File: src/rtl/ahb_bus_mux.sv
// AHB-Lite address decoder and response multiplexer for one master and NSLAVES slaves.
// Unmapped regions are answered by a built-in default slave with a two-cycle ERROR.
module ahb_bus_mux #(
  parameter int NSLAVES = 3,
  localparam int DSW = $clog2(NSLAVES + 1)
) (
  input  logic                  HMASTCLOCK,
  input  logic                  HRESET,
  input  logic [31:0]           HADDR,
  input  logic [1:0]            HTRANS,
  output logic [NSLAVES-1:0]    HSEL_S,
  input  logic [32*NSLAVES-1:0] HRDATA_S,
  input  logic [NSLAVES-1:0]    HREADYOUT_S,
  input  logic [NSLAVES-1:0]    HRESP_S,
  output logic                  HREADY,
  output logic [31:0]           HRDATA,
  output logic                  HRESP
);

  typedef enum logic [1:0] {
    DS_IDLE = 2'd0,
    DS_ERR1 = 2'd1,
    DS_ERR2 = 2'd2
  } ds_state_t;

  ds_state_t          ds_state, ds_next;
  logic [3:0]         region;
  logic               mapped;
  logic [NSLAVES-1:0] hsel_dec;
  logic [DSW-1:0]     dsel_dec;
  logic [DSW-1:0]     dsel;
  logic               ds_ready;
  logic               ds_resp;
  logic               err_start;

  assign region = HADDR[31:28];
  assign mapped = (region != 4'd0) && (32'(region) <= NSLAVES);

  always_comb begin
    hsel_dec = '0;
    dsel_dec = '0;
    if (mapped) begin
      hsel_dec = NSLAVES'(1) << (region - 4'd1);
      dsel_dec = DSW'(region);
    end
  end

  assign HSEL_S    = HRESET ? '0 : hsel_dec;
  assign err_start = HREADY && !mapped && HTRANS[1];

  always_ff @(posedge HMASTCLOCK) begin
    if (HRESET) begin
      dsel     <= '0;
      ds_state <= DS_IDLE;
    end else begin
      if (HREADY)
        dsel <= dsel_dec;
      ds_state <= ds_next;
    end
  end

  always_comb begin
    ds_next  = ds_state;
    ds_ready = 1'b1;
    ds_resp  = 1'b0;
    unique case (ds_state)
      DS_IDLE: begin
        if (err_start)
          ds_next = DS_ERR1;
      end
      DS_ERR1: begin
        ds_ready = 1'b0;
        ds_resp  = 1'b1;
        ds_next  = DS_ERR2;
      end
      DS_ERR2: begin
        ds_resp = 1'b1;
        ds_next = err_start ? DS_ERR1 : DS_IDLE;
      end
      default: ds_next = DS_IDLE;
    endcase
  end

  // dsel only ever holds 0 or a mapped slave number, so the default path covers dsel = 0.
  always_comb begin
    HRDATA = '0;
    HREADY = ds_ready;
    HRESP  = ds_resp;
    for (int unsigned k = 1; k <= NSLAVES; k++) begin
      if (32'(dsel) == k) begin
        HRDATA = HRDATA_S[32*(k-1) +: 32];
        HREADY = HREADYOUT_S[k-1];
        HRESP  = HRESP_S[k-1];
      end
    end
  end

endmodule

File: config.mk
export PLATFORM = sky130hd
export DESIGN_NAME = ahb_bus_mux
export DESIGN_NICKNAME = d
export VERILOG_FILES = /design/src/rtl/ahb_bus_mux.sv
export SDC_FILE = /design/constraint.sdc
export NUM_CORES = 1
export LEC_CHECK = 0
export ABC_CLOCK_PERIOD_IN_PS = 1700
export BUFFER_PORTS_ARGS = -buffer_cell sky130_fd_sc_hd__buf_2
export CAP_MARGIN = 15
export CORE_AREA = 2 2 68 70
export CTS_CLUSTER_SIZE = 30
export DETAILED_ROUTE_END_ITERATION = 6
export DIE_AREA = 0 0 70 72
export GPL_ROUTABILITY_DRIVEN = 0
export PLACE_DENSITY = 0.78
export SLEW_MARGIN = 0
export SYNTH_ARGS = -nofsm -noshare
export SYNTH_HDL_FRONTEND = slang
export SYNTH_SLANG_ARGS = --single-unit
File: constraint.sdc
create_clock -name HMASTCLOCK -period 1.7 [get_ports HMASTCLOCK]
set_input_delay 0.425 -clock HMASTCLOCK [delete_from_list [all_inputs] [get_ports HMASTCLOCK]]
set_output_delay 0.425 -clock HMASTCLOCK [all_outputs]
set_load 0.1 [all_outputs]
==> out/qor.yml <==
synth-simple-area-share: 0.0801
initial_core_util: 0.264
dr.first_iter.drc_count: 45
rr_worst_depth: 5
synth_async_sr_flop_share: 0
drc: 0
cts_tree: "yes"
fin_util: 0.782
ys_top_cells_by_count: "a22o_1 (32), mux2_2 (28), inv_1 (7), ha_1 (6)"
drtPass1Iterations: 4
crit_arrival_ps: 1580
clkPwrFrac: 0.034
antenna_found_initial: 0
ys_ff_latch: 4
grt_pass1_wl_um: 8180
synth-seq-area-share: 0.0712
grt_usage: 0.201
crit_start: "HADDR[29]"
status: "complete, but fails checks"
htreeDepth: 1
ys_types: 25
relSlewSlack: 0.814
hold_viol: 0
finalNetCount: 438
drtAntennaViolNets: 0
timing_max_transition_violations_final: 0
clockBufferDepth: 2
avgViaCountPerCell: 5.17
ys.warnings.count: 0
clk_latency_ps: 220
p_int_mw: 2.79
r2r_slack_ps: 90
hold_class: "in -> reg"
die_h_um: 72
cpLargestDelayFamily: "simple AND/OR/NAND/NOR gates"
ios: 175
synth_cells: 123
path_class: "in -> out"
cp_num_buf_inv: 3
netlist_area_um2: 1120
synth_edf_count: 0
r2r-end: "ds_state[1]"
die_area_um2: 5040
violations: "setup timing"
timing.final.crit_share: 1.18
synth_most_common_cell: "a22o_1"
final-instance-count-excl-fill: 344
io_buffer_count: 145
finalSetupViolCount: 37
clockRootBuffer: "clkbuf_8"
vias: 1780
cp.depth: 8
fin_tns_setup_ps: -9920
fin_crit_ps: 2000
rows: 24
slowest_stage: "or3_4"
drive_gt1_frac: 0.914
crit_top_cell: "buf_12"
synth_adder_area_share: 0.0667
fp.dieW_um: 70
maxCapViolations: 0
cp_max_fo: 2
routedWlPerCell_um: 18.2
synth_top_family_by_area: "multiplexers"
power.density_nw_per_um2: 1860
cts.sinks: 4
use_met3: 0.0639
syn_avg_cell_area_um2: 9.14
syn-num-nets: 267
postLayoutSetupSlackWorst_ps: -301
p_switching_mw: 3.41
cp-start-kind: "primary input"
synth-main-ff-cell: "dfxtp_1"
path_clk_slew_ps: 30
pre_cts_ws_ps: -493
drt-total-wl_um: 6270
pwr-share-seq: 0.029
grt.overflow.total: 0
crit_end: "HSEL_S[1]"
rsz0062_at_grt: "true"
grt_max_degree: 20
required_ps: 1270
busiest_layer: "met2"
pwr-share-comb: 0.937
grt_pass1_vias: 1849
finalClockSkew_ps: 6.03
use_met1: 0.184
yosysTopAreaCellShare: 0.280
fmax_mhz: 500
yosys-top-cells-area: "mux2_2 (28%), a22o_1 (25%), dfxtp_1 (7.1%)"
antennaDiodeCount: 0
core_area_um2: 4260
r2r-start: "dsel[0]"
dp_hpwl_um: 4240
tightest_slew_ps: 279
syn_to_final_growth_pct: 197
p_leak_nw: 1.66
met2_usage: 0.415
crit_path_cell_trace: "buf_12 -> inv_12 -> ha_4 -> or3_4 -> nor2_4 -> nand2_4 -> nor3_4 -> buf_12"
numCtsBuffers: 3
muxShareOfSynthArea: 0.397
synth-compound-area-share: 0.289
cpPeakStageDelay_ps: 340
switching_share: 0.550
dp.cells: 326
ir_worst_vdd_mv: 0.945
synth_top_area_cell: "mux2_2"
end_kind: "primary output"
synth-xor-area-share: 0
==> state kept, by name, summed over array words and instances, names as in the netlist <==
name / cells
ds_state: 2
dsel: 2
==> cells by family after synthesis <==
family / after synthesis
buffers and inverters: 19
AOI/OAI and AO/OA: 38
adders and majority gates: 6
DFF: 4
muxes: 38
and+or+nand+nor: 18
==> metrics by stage <==
step                instance area, um2  hold slack (ps)  power (mW)
floorplan                         1480              477        3.72
global placement                  2910              596        5.31
detailed placement                2910              637        5.37
CTS                               3120              488        5.85
global route                      3340              509        6.37
finish                            3340              494        6.19
==> tightest hold or removal path: cells and delay by family <==
family | cells | cell delay [ps]
AOI/OAI and AO/OA | 1 | 70
buffers and inverters | 1 | 110
and+or+nand+nor | 1 | 60
==> power by group through the flow <==
stage          clock network [mW]  registers (mW)  logic [mW]
6_report                    0.208           0.180        5.81
4_1_cts                     0.212           0.183        5.45
3_3_place_gp                    0           0.166        5.14
2_1_floorplan                   0           0.159        3.56
3_5_place_dp                    0           0.169        5.20
5_1_grt                     0.220           0.187        5.96
==> layer usage <==
metal / wire length (um) / part of all wire
met1: 2130 / 0.34
met2: 3500 / 0.56
met3: 544 / 0.087
met4: 96 / 0.015
met5: 0 / 0
==> layout by cell type, fill, tap and decap left out, types with 3 or more instances in the layout <==
cell and count:
clkbuf_8 3, inv_1 3, buf_4 20, a22o_4 32, buf_6 5, mux2i_1 3
mux2_2 13, ha_4 3, nand2_1 3, buf_2 106, mux2_4 20, ha_1 3
clkbuf_16 3, nor2_1 3, buf_12 43
==> layout make-up <==
class	instances	area (um2)
clock buffers	3	41.3
fillers	253	928
inverters	7	51.3
multi-input cells	100	1400
flip-flops and latches	4	90.1
well taps	52	65.1
repair buffers	178	1690
==> worst min path at each step <==
stage	slack, ps	start	endpoint	depth (start not counted)
after floorplan	480	ds_state[1]	ds_state[1]	2
after global placement	600	ds_state[1]	ds_state[1]	3
after detailed placement	640	ds_state[1]	ds_state[1]	3
after CTS	490	HADDR[29]	dsel[1]	3
after global routing	510	HADDR[29]	dsel[1]	3
final	490	HADDR[29]	dsel[1]	3
==> what timing repair did <==
action | CTS | global route
gates cloned | 1 | 4
hold buffers | 0 | 0
pin swaps | 5 | 9
setup buffers | 3 | 8
endpoints found under the setup margin | 37 | 38
gates resized for setup | 30 | 18
Note: power is estimated with default switching activity, not from simulation.
